`src/rtl/cpu_controller_p_if.sv`:
```
// Control bus between the CPU controller and the datapath/memory side.
// The master modport is the controller; the slave modport is the datapath.
interface cpu_controller_p_if #(
    parameter int CNT_W = 16
);
    logic             start;
    logic [2:0]       opcode;
    logic [1:0]       ALU_op;
    logic             mem_rdy;

    logic             waiting;
    logic [1:0]       reg_sel;
    logic [1:0]       wb_sel;
    logic             w_en;
    logic             en_A;
    logic             en_B;
    logic             en_C;
    logic             en_status;
    logic             sel_A;
    logic             sel_B;
    logic             mem_req;
    logic             mem_we;
    logic             halted;
    logic             err;
    logic [CNT_W-1:0] instr_count;

    modport master (
        input  start, opcode, ALU_op, mem_rdy,
        output waiting, reg_sel, wb_sel, w_en, en_A, en_B, en_C, en_status,
               sel_A, sel_B, mem_req, mem_we, halted, err, instr_count
    );

    modport slave (
        output start, opcode, ALU_op, mem_rdy,
        input  waiting, reg_sel, wb_sel, w_en, en_A, en_B, en_C, en_status,
               sel_A, sel_B, mem_req, mem_we, halted, err, instr_count
    );
endinterface

```
`src/rtl/cpu_controller_p.sv`:
```
// Multi-cycle controller for the lab CPU: ALU/MOV/LDR/STR/HALT sequencing,
// memory ready handshake with timeout, sticky halt/error and retired count.
module cpu_controller_p #(
    parameter int MEM_TIMEOUT = 16,
    parameter int CNT_W       = 16
) (
    input logic               clk,
    input logic               rst,
    cpu_controller_p_if.master bus
);
    localparam int TW = (MEM_TIMEOUT > 1) ? $clog2(MEM_TIMEOUT) : 1;
    localparam logic [TW-1:0] T_LAST = TW'(MEM_TIMEOUT - 1);

    localparam logic [2:0] OP_ALU  = 3'b101;
    localparam logic [2:0] OP_MOV  = 3'b110;
    localparam logic [2:0] OP_LDR  = 3'b011;
    localparam logic [2:0] OP_STR  = 3'b100;
    localparam logic [2:0] OP_HALT = 3'b111;

    localparam logic [3:0] S_WAIT   = 4'd0;
    localparam logic [3:0] S_WIMM   = 4'd1;
    localparam logic [3:0] S_LOAD_A = 4'd2;
    localparam logic [3:0] S_LOAD_B = 4'd3;
    localparam logic [3:0] S_EXEC   = 4'd4;
    localparam logic [3:0] S_WB     = 4'd5;
    localparam logic [3:0] S_ADDR   = 4'd6;
    localparam logic [3:0] S_MEM    = 4'd7;
    localparam logic [3:0] S_WBM    = 4'd8;
    localparam logic [3:0] S_HALT   = 4'd9;
    localparam logic [3:0] S_ERR    = 4'd10;

    logic [3:0]       state, state_n;
    logic [2:0]       op_q;
    logic [1:0]       alu_q;
    logic [TW-1:0]    tcnt;
    logic [CNT_W-1:0] count;
    logic             retire;
    logic             is_mem, is_str, is_cmp, is_mov;

    assign is_str = (op_q == OP_STR);
    assign is_mem = (op_q == OP_LDR) || is_str;
    assign is_cmp = (op_q == OP_ALU) && (alu_q == 2'b01);
    assign is_mov = (op_q == OP_MOV);

    // The WAIT decode uses the live opcode; later states use the latched copy.
    always_comb begin
        state_n = state;
        retire  = 1'b0;
        case (state)
            S_WAIT: begin
                if (bus.start) begin
                    case (bus.opcode)
                        OP_MOV:         state_n = (bus.ALU_op == 2'b10) ? S_WIMM : S_LOAD_B;
                        OP_ALU:         state_n = (bus.ALU_op == 2'b11) ? S_LOAD_B : S_LOAD_A;
                        OP_LDR, OP_STR: state_n = S_LOAD_A;
                        OP_HALT:        state_n = S_HALT;
                        default:        state_n = S_ERR;
                    endcase
                end
            end
            S_WIMM, S_WB, S_WBM: begin
                state_n = S_WAIT;
                retire  = 1'b1;
            end
            S_LOAD_A: state_n = is_mem ? S_ADDR : S_LOAD_B;
            S_LOAD_B: state_n = is_str ? S_MEM : S_EXEC;
            S_EXEC: begin
                if (is_cmp) begin
                    state_n = S_WAIT;
                    retire  = 1'b1;
                end else begin
                    state_n = S_WB;
                end
            end
            S_ADDR: state_n = is_str ? S_LOAD_B : S_MEM;
            S_MEM: begin
                // A ready on the final allowed cycle still counts as success.
                if (bus.mem_rdy) begin
                    if (is_str) begin
                        state_n = S_WAIT;
                        retire  = 1'b1;
                    end else begin
                        state_n = S_WBM;
                    end
                end else if (tcnt == T_LAST) begin
                    state_n = S_ERR;
                end
            end
            S_HALT:  state_n = S_HALT;
            S_ERR:   state_n = S_ERR;
            default: state_n = S_ERR;
        endcase
    end

    always_ff @(posedge clk or posedge rst) begin
        if (rst) begin
            state <= S_WAIT;
            op_q  <= '0;
            alu_q <= '0;
            tcnt  <= '0;
            count <= '0;
        end else begin
            state <= state_n;
            if (state == S_WAIT && bus.start) begin
                op_q  <= bus.opcode;
                alu_q <= bus.ALU_op;
            end
            if (state != S_MEM) begin
                tcnt <= '0;
            end else if (!bus.mem_rdy) begin
                tcnt <= tcnt + TW'(1);
            end
            if (retire && count != '1) begin
                count <= count + CNT_W'(1);
            end
        end
    end

    always_comb begin
        bus.waiting   = 1'b0;
        bus.reg_sel   = 2'b00;
        bus.wb_sel    = 2'b00;
        bus.w_en      = 1'b0;
        bus.en_A      = 1'b0;
        bus.en_B      = 1'b0;
        bus.en_C      = 1'b0;
        bus.en_status = 1'b0;
        bus.sel_A     = 1'b0;
        bus.sel_B     = 1'b0;
        bus.mem_req   = 1'b0;
        bus.mem_we    = 1'b0;
        bus.halted    = 1'b0;
        bus.err       = 1'b0;
        case (state)
            S_WAIT: bus.waiting = 1'b1;
            S_WIMM: begin
                bus.reg_sel = 2'b10;
                bus.wb_sel  = 2'b10;
                bus.w_en    = 1'b1;
            end
            S_LOAD_A: begin
                bus.reg_sel = 2'b10;
                bus.en_A    = 1'b1;
            end
            S_LOAD_B: begin
                bus.reg_sel = is_str ? 2'b01 : 2'b00;
                bus.en_B    = 1'b1;
            end
            S_EXEC: begin
                bus.sel_A     = is_mov;
                bus.en_C      = !is_cmp;
                bus.en_status = is_cmp;
            end
            S_WB: begin
                bus.reg_sel = 2'b01;
                bus.w_en    = 1'b1;
            end
            S_ADDR: begin
                bus.sel_B = 1'b1;
                bus.en_C  = 1'b1;
            end
            S_MEM: begin
                bus.mem_req = 1'b1;
                bus.mem_we  = is_str;
            end
            S_WBM: begin
                bus.reg_sel = 2'b01;
                bus.wb_sel  = 2'b01;
                bus.w_en    = 1'b1;
            end
            S_HALT:  bus.halted = 1'b1;
            S_ERR:   bus.err    = 1'b1;
            default: bus.err    = 1'b1;
        endcase
    end

    assign bus.instr_count = count;
endmodule
```
`src/flat_wrapper.sv`:
```
// flat-port wrapper written by rule: the top's interface ports become plain ports
module cpu_controller_p_flat 
#(
    parameter int MEM_TIMEOUT = 16,
    parameter int CNT_W       = 16
)
  (clk, rst, bus_start, bus_opcode, bus_ALU_op, bus_mem_rdy, bus_waiting, bus_reg_sel, bus_wb_sel, bus_w_en, bus_en_A, bus_en_B, bus_en_C, bus_en_status, bus_sel_A, bus_sel_B, bus_mem_req, bus_mem_we, bus_halted, bus_err, bus_instr_count);
  cpu_controller_p_if #(.CNT_W(CNT_W)) bus_i ();
  input logic clk;
  input logic rst;
  input wire logic [$bits(bus_i.start)-1:0] bus_start;
  input wire logic [$bits(bus_i.opcode)-1:0] bus_opcode;
  input wire logic [$bits(bus_i.ALU_op)-1:0] bus_ALU_op;
  input wire logic [$bits(bus_i.mem_rdy)-1:0] bus_mem_rdy;
  output wire logic [$bits(bus_i.waiting)-1:0] bus_waiting;
  output wire logic [$bits(bus_i.reg_sel)-1:0] bus_reg_sel;
  output wire logic [$bits(bus_i.wb_sel)-1:0] bus_wb_sel;
  output wire logic [$bits(bus_i.w_en)-1:0] bus_w_en;
  output wire logic [$bits(bus_i.en_A)-1:0] bus_en_A;
  output wire logic [$bits(bus_i.en_B)-1:0] bus_en_B;
  output wire logic [$bits(bus_i.en_C)-1:0] bus_en_C;
  output wire logic [$bits(bus_i.en_status)-1:0] bus_en_status;
  output wire logic [$bits(bus_i.sel_A)-1:0] bus_sel_A;
  output wire logic [$bits(bus_i.sel_B)-1:0] bus_sel_B;
  output wire logic [$bits(bus_i.mem_req)-1:0] bus_mem_req;
  output wire logic [$bits(bus_i.mem_we)-1:0] bus_mem_we;
  output wire logic [$bits(bus_i.halted)-1:0] bus_halted;
  output wire logic [$bits(bus_i.err)-1:0] bus_err;
  output wire logic [$bits(bus_i.instr_count)-1:0] bus_instr_count;
  assign bus_i.start = bus_start;
  assign bus_i.opcode = bus_opcode;
  assign bus_i.ALU_op = bus_ALU_op;
  assign bus_i.mem_rdy = bus_mem_rdy;
  assign bus_waiting = bus_i.waiting;
  assign bus_reg_sel = bus_i.reg_sel;
  assign bus_wb_sel = bus_i.wb_sel;
  assign bus_w_en = bus_i.w_en;
  assign bus_en_A = bus_i.en_A;
  assign bus_en_B = bus_i.en_B;
  assign bus_en_C = bus_i.en_C;
  assign bus_en_status = bus_i.en_status;
  assign bus_sel_A = bus_i.sel_A;
  assign bus_sel_B = bus_i.sel_B;
  assign bus_mem_req = bus_i.mem_req;
  assign bus_mem_we = bus_i.mem_we;
  assign bus_halted = bus_i.halted;
  assign bus_err = bus_i.err;
  assign bus_instr_count = bus_i.instr_count;
  cpu_controller_p #(.MEM_TIMEOUT(MEM_TIMEOUT), .CNT_W(CNT_W)) u_core (.clk(clk), .rst(rst), .bus(bus_i));
endmodule
```
`config.mk`:
```
export PLATFORM = sky130hd
export DESIGN_NAME = cpu_controller_p_flat
export DESIGN_NICKNAME = d
export VERILOG_FILES = /design/src/rtl/cpu_controller_p_if.sv /design/src/rtl/cpu_controller_p.sv /design/src/flat_wrapper.sv
export SDC_FILE = /design/constraint.sdc
export NUM_CORES = 1
export LEC_CHECK = 0
export ABC_AREA = 1
export CAP_MARGIN = 20
export CORE_MARGIN = 10
export CORE_UTILIZATION = 51
export CTS_BUF_LIST = sky130_fd_sc_hd__clkbuf_16
export CTS_CLUSTER_SIZE = 28
export DETAILED_ROUTE_END_ITERATION = 10
export MAX_ROUTING_LAYER = met4
export PLACE_DENSITY = 0.88
export SLEW_MARGIN = 0
export SYNTH_ARGS = -nofsm -noshare
export SYNTH_HDL_FRONTEND = slang
export SYNTH_SLANG_ARGS = --single-unit
```
`constraint.sdc`:
```
create_clock -name clk -period 1.85 [get_ports clk]
set_input_delay 0.555 -clock clk [delete_from_list [all_inputs] [get_ports clk]]
set_output_delay 0.555 -clock clk [all_outputs]
set_load 0.01 [all_outputs]
```
Yosys cells after proc, flatten, opt, wreduce, memory -nomap -nowiden
Cells that the tools add are included.

storage, ports and cells
  register bits = 29
  bits of input ports = 9

operators by class
  add/sub/neg operators = 2
  eq/ne operators = 27
  mux-type cells = 33
  reductions and logical operators = 12

operator list
  cell                                            number
  one-hot mux 4 bit (8 select lines)              1
  two-way mux 4 bit                               6
  == test 3 bit (second input constant)           7
  adder 16 x 1 -> 16 bit (second input constant)  1
  == test 4 x 3 -> 1 bit (second input constant)  4
  two-way mux 1 bit                               16
  != test 16 bit (second input constant)          1
  one-hot mux 4 bit (4 select lines)              1
  == test 4 bit (second input constant)           3
  OR reduction 10 bit                             1
  two-way mux 3 bit                               3
  == test 4 x 2 -> 1 bit (second input constant)  2
  == test 3 x 2 -> 1 bit (second input constant)  2
  one-hot mux 2 bit (3 select lines)              1
  OR reduction 2 bit                              3
  adder 4 x 1 -> 4 bit (second input constant)    1
  == test 2 bit (second input constant)           2
  == test 4 x 1 -> 1 bit (second input constant)  1
  logical NOT 4 bit                               1
  two-way mux 2 bit                               2
  != test 4 x 3 -> 1 bit (second input constant)  1
  one-hot mux 2 bit (2 select lines)              1
  logical AND 1 bit                               3
  != test 3 x 2 -> 1 bit (second input constant)  1
  other kinds (9)                                 9

Depth between registers and ports, before layout
  word-level depth = 5
  depth in mapped cells = 10
  depth with buffers taken out = 9

Worst setup path before layout
No wires, ideal clock.

  kind = register to output
  from = reg u_core.state[2]
  to = out bus_reg_sel[0]
  arrival = 1.120 ns
  required time = 1.295 ns
  setup slack = 0.175 ns
  cell stages (with the launch flop) = 6
  path buffers = 0
  cells stage by stage = dfrtp_1 -> inv_1 -> nand2_1 -> nor2_1 -> nand2_1 -> o211ai_1

between the ends
  word-level cells in the longest chain between the ends = 3

ends and longest elaborated chain
  item                                                  line                     text
  start, declared                                       cpu_controller_p.sv:32   logic [3:0] state, state_n;
  start signal, assigned                                cpu_controller_p.sv:103  state <= state_n;
  == test 4 x 3 -> 1 bit, or another cell as far along  cpu_controller_p.sv:134  case (state)
  OR reduction 2 bit (no source line)                   n/a
  one-hot mux 2 bit (3 select lines) (*)                cpu_controller_p.sv:134
  end, declared                                         flat_wrapper.sv:16       output wire logic [$bits(bus_i.reg_sel)-1:0] bus_reg_sel;

Mark *: on every way between the ends. The rest lies on a longest branch, timed or not.

Worst setup path in the final report
  from = reg u_core.op_q[2]
  to = out bus_reg_sel[0]

between the ends
  word-level cells in the longest chain between the ends = 3

ends and longest elaborated chain
  item                                line                     text
  start, declared                     cpu_controller_p.sv:33   logic [2:0] op_q;
  start signal, assigned              cpu_controller_p.sv:105  op_q <= bus.opcode;
  == test 3 bit                       cpu_controller_p.sv:40   assign is_str = (op_q == OP_STR);
  two-way mux 1 bit                   cpu_controller_p.sv:146  bus.reg_sel = is_str ? 2'b01 : 2'b00;
  one-hot mux 2 bit (3 select lines)  cpu_controller_p.sv:134

Every way passes these cells.

==> reports/qor.yml <==
avgSynthCellArea_um2: 6.96
rsz0062_at_grt: "yes"
synthCells: 279
power.leakage_uw: 0.00161
dpl.hpwl_um: 4330
cp-endpoint: "bus_reg_sel[0]"
cts-buffers-inserted: 5
grt_pass1_vias: 2446
r2r_slack_ns: 0.03
first_pass_iters: 5
tritoncts: "done"
final_util: 0.859
path_max_fanout: 3
cap_violations: 0
syn_to_final_growth_pct: 61.8
min_period_ns: 2.07
tns_ns: -1.41
ys_seq_area_frac: 0.373
drt_iter0_drc: 262
clock_tree.root_cell: "clkbuf_16"
dieArea_mm2: 0.00668
failed_checks: "negative setup slack"
vdd_drop_max_uv: 1030
yosys-top-cells-area: "dfrtp_1, nand2_1, nand3_1, inv_1, nor2_1"
clock_skew_ns: 0.00940
synth_largest_area_cell: "dfrtp_1"
fin_crit_sh: 1.12
synth_fp_nets: 290
dpl.cell_count: 406
clockBufferDepth: 2
place.port_buffers: 40
setup_viol: 14
synth_seq_cells: 29
cp-end-kind: "primary output"
worst_r2r_endpoint: "u_core.state[3]$_DFFE_PP0P_"
final_max_slew_viol_count: 0
grt_pass1_wl_um: 11200
cp_cell_sequence: "buf_4 -> nand2_1 -> nor2_1 -> nand2_2 -> o211ai_1 -> buf_2"
layout_setup_ws_ns: -0.221
drive_above_1_share: 0.346
max_stage_delay_ns: 0.40
io_pins: 41
cts.sinks: 29
crit_arrival_ns: 1.52
rr_worst_depth: 11
die_w_um: 81.7
worst_slew_pin_slew_ns: 0.380
async_reset_ff_frac: 1.00
yosysWarnings: 0
final_nets: 395
grt_overflow: 0
vias_per_cell: 5.87
syn-cell-area_mm2: 0.00194
synth_cell_types: 27
fmaxAchievable_ghz: 0.483
synth_top_area_share: 0.373
htreeDepth: 2
synth_flop_cell: "dfrtp_1"
cts_hold_buffers: 0
antenna_left: 0
crit_slowest_cell: "dfrtp_1"
finalNonFillerCells: 432
fp-row-count: 22
path_clk_slew_ns: 0.06
gp_congestion: 1.00
cp-startpoint: "u_core.op_q[2]$_DFFE_PP0P_"
status: "finished with violations"
fill_cells: 189
path_class: "flop to primary output"
slew-limit-headroom: 0.747
hold_class: "flop to flop"
synth_edf_count: 0
core_area_mm2: 0.00366
antenna_found_initial: 0
wl_per_cell_um: 19.2
r2r-start: "u_core.state[0]$_DFFE_PP0P_"
grt_start_max_net_pins: 30
diodes: 0
cp_data_required_time_ns: 1.29
hold_viol: 0
drc: 0
die_h_um: 81.7
grt_usage: 0.223
wirelength_um: 8290
cp-start-kind: "flop"
clock_latency_ns: 0.29
post-place-ws_ns: -0.206
power.density_mw_per_mm2: 1360
dr_total_vias: 2535
initial_core_util: 0.531
[cell usage in the layout (no fill, tap or decap), types with 6 or more instances in the layout]
cell	count
buf_2	8
buf_4	47
buf_6	21
clkdlybuf4s50_1	23
dfrtp_1	17
dfrtp_2	12
inv_1	29
inv_2	7
nand2_1	86
nand2_4	6
nand3_1	36
nand4_1	7
nor2_1	20
nor2_4	6
o21ai_0	12
[per-layer routing]
metal	part of all wire	routed length, um	global-route usage	vias to the layer above
li1	-	-	-	1108
met1	0.35	2860	0.213	1169
met2	0.49	4040	0.386	190
met3	0.097	806	0.0611	68
met4	0.071	587	0.146	0
met5	0	0	-	-
[cells in the mapped netlist (2+ instances only)]
cell type and n:
a21oi_1 6, dfrtp_1 29, ha_1 2, inv_1 34
nand2_1 91, nand2_2 4, nand2_4 2, nand3_1 37
nand3_4 2, nand4_1 7, nor2_1 26, nor2_2 4
nor3_1 3, o21ai_0 14, xnor2_1 5, xor2_1 2
[worst min-delay path by stage]
stage	slack, ns	cells past startpoint	to	start
finish	0.53	2	u_core.bus.instr_count[15]$_DFFE_PP0P_	u_core.bus.instr_count[15]$_DFFE_PP0P_
global route	0.55	2	u_core.bus.instr_count[15]$_DFFE_PP0P_	u_core.bus.instr_count[15]$_DFFE_PP0P_
CTS	0.53	2	u_core.bus.instr_count[1]$_DFFE_PP0P_	u_core.bus.instr_count[1]$_DFFE_PP0P_
detailed placement	0.51	1	u_core.alu_q[1]$_DFFE_PP0P_	u_core.alu_q[1]$_DFFE_PP0P_
global placement	0.48	2	u_core.alu_q[0]$_DFFE_PP0P_	u_core.alu_q[0]$_DFFE_PP0P_
floorplan	0.45	2	u_core.alu_q[0]$_DFFE_PP0P_	u_core.alu_q[0]$_DFFE_PP0P_
[cell families after synthesis]
family | share of synthesized area
buffers and inverters | 0.0798
AO/OA/AOI/OAI | 0.0631
XOR/XNOR | 0.0316
multiplexers | 0.00579
AND/OR/NAND/NOR | 0.433
adder cells (fa/ha/maj) | 0.0129
flip-flops | 0.373
[report_power, final]
group	total, uW	internal [uW]	switching (uW)
sequential	921	777	143
combinational	2580	1160	1410
clock	774	480	294
[flip-flops by register name (all words and copies together) (netlist names)]
| signal | cells |
|---|---|
| u_core.alu_q | 2 |
| u_core.bus.instr_count | 16 |
| u_core.op_q | 3 |
| u_core.state | 4 |
| u_core.tcnt | 4 |
[critical path, delay by kind of cell (launching register included)]
family                 cells  cell delay, ns
AND/OR/NAND/NOR            3            0.41
buffers and inverters      2            0.32
AO/OA/AOI/OAI              1            0.10
flip-flops                 1            0.40
[layout make-up]
class                      instances  area, um^2  area share
multi-input combinational        212        1190       0.379
timing repair buffer             101         888       0.283
sequential                        29         741       0.236
inverter                          35         131      0.0418
clock buffer                       5         125      0.0398
tap                               48        60.1      0.0191
clock inverter                     2        7.51     0.00239
[repair_timing]
| item | 4_1_cts | 5_1_grt |
|---|---|---|
| setup buffers | 10 | 10 |
| setup endpoints to repair | 20 | 33 |
| pin swaps | 9 | 6 |
| resized for setup | 109 | 29 |
| gates cloned | 0 | 0 |
| endpoints found under the hold margin | 0 | 0 |
[through the flow]
| stage | power [uW] | cell area [um^2] | hold slack [ns] |
|---|---|---|---|
| finish | 4270 | 3140 | 0.529 |
| global route | 4450 | 3140 | 0.545 |
| CTS | 3740 | 2970 | 0.525 |
| detailed placement | 2720 | 2710 | 0.508 |
| global placement | 2650 | 2710 | 0.484 |
| floorplan | 1770 | 1940 | 0.453 |
Power figures use the tool's default switching activity.
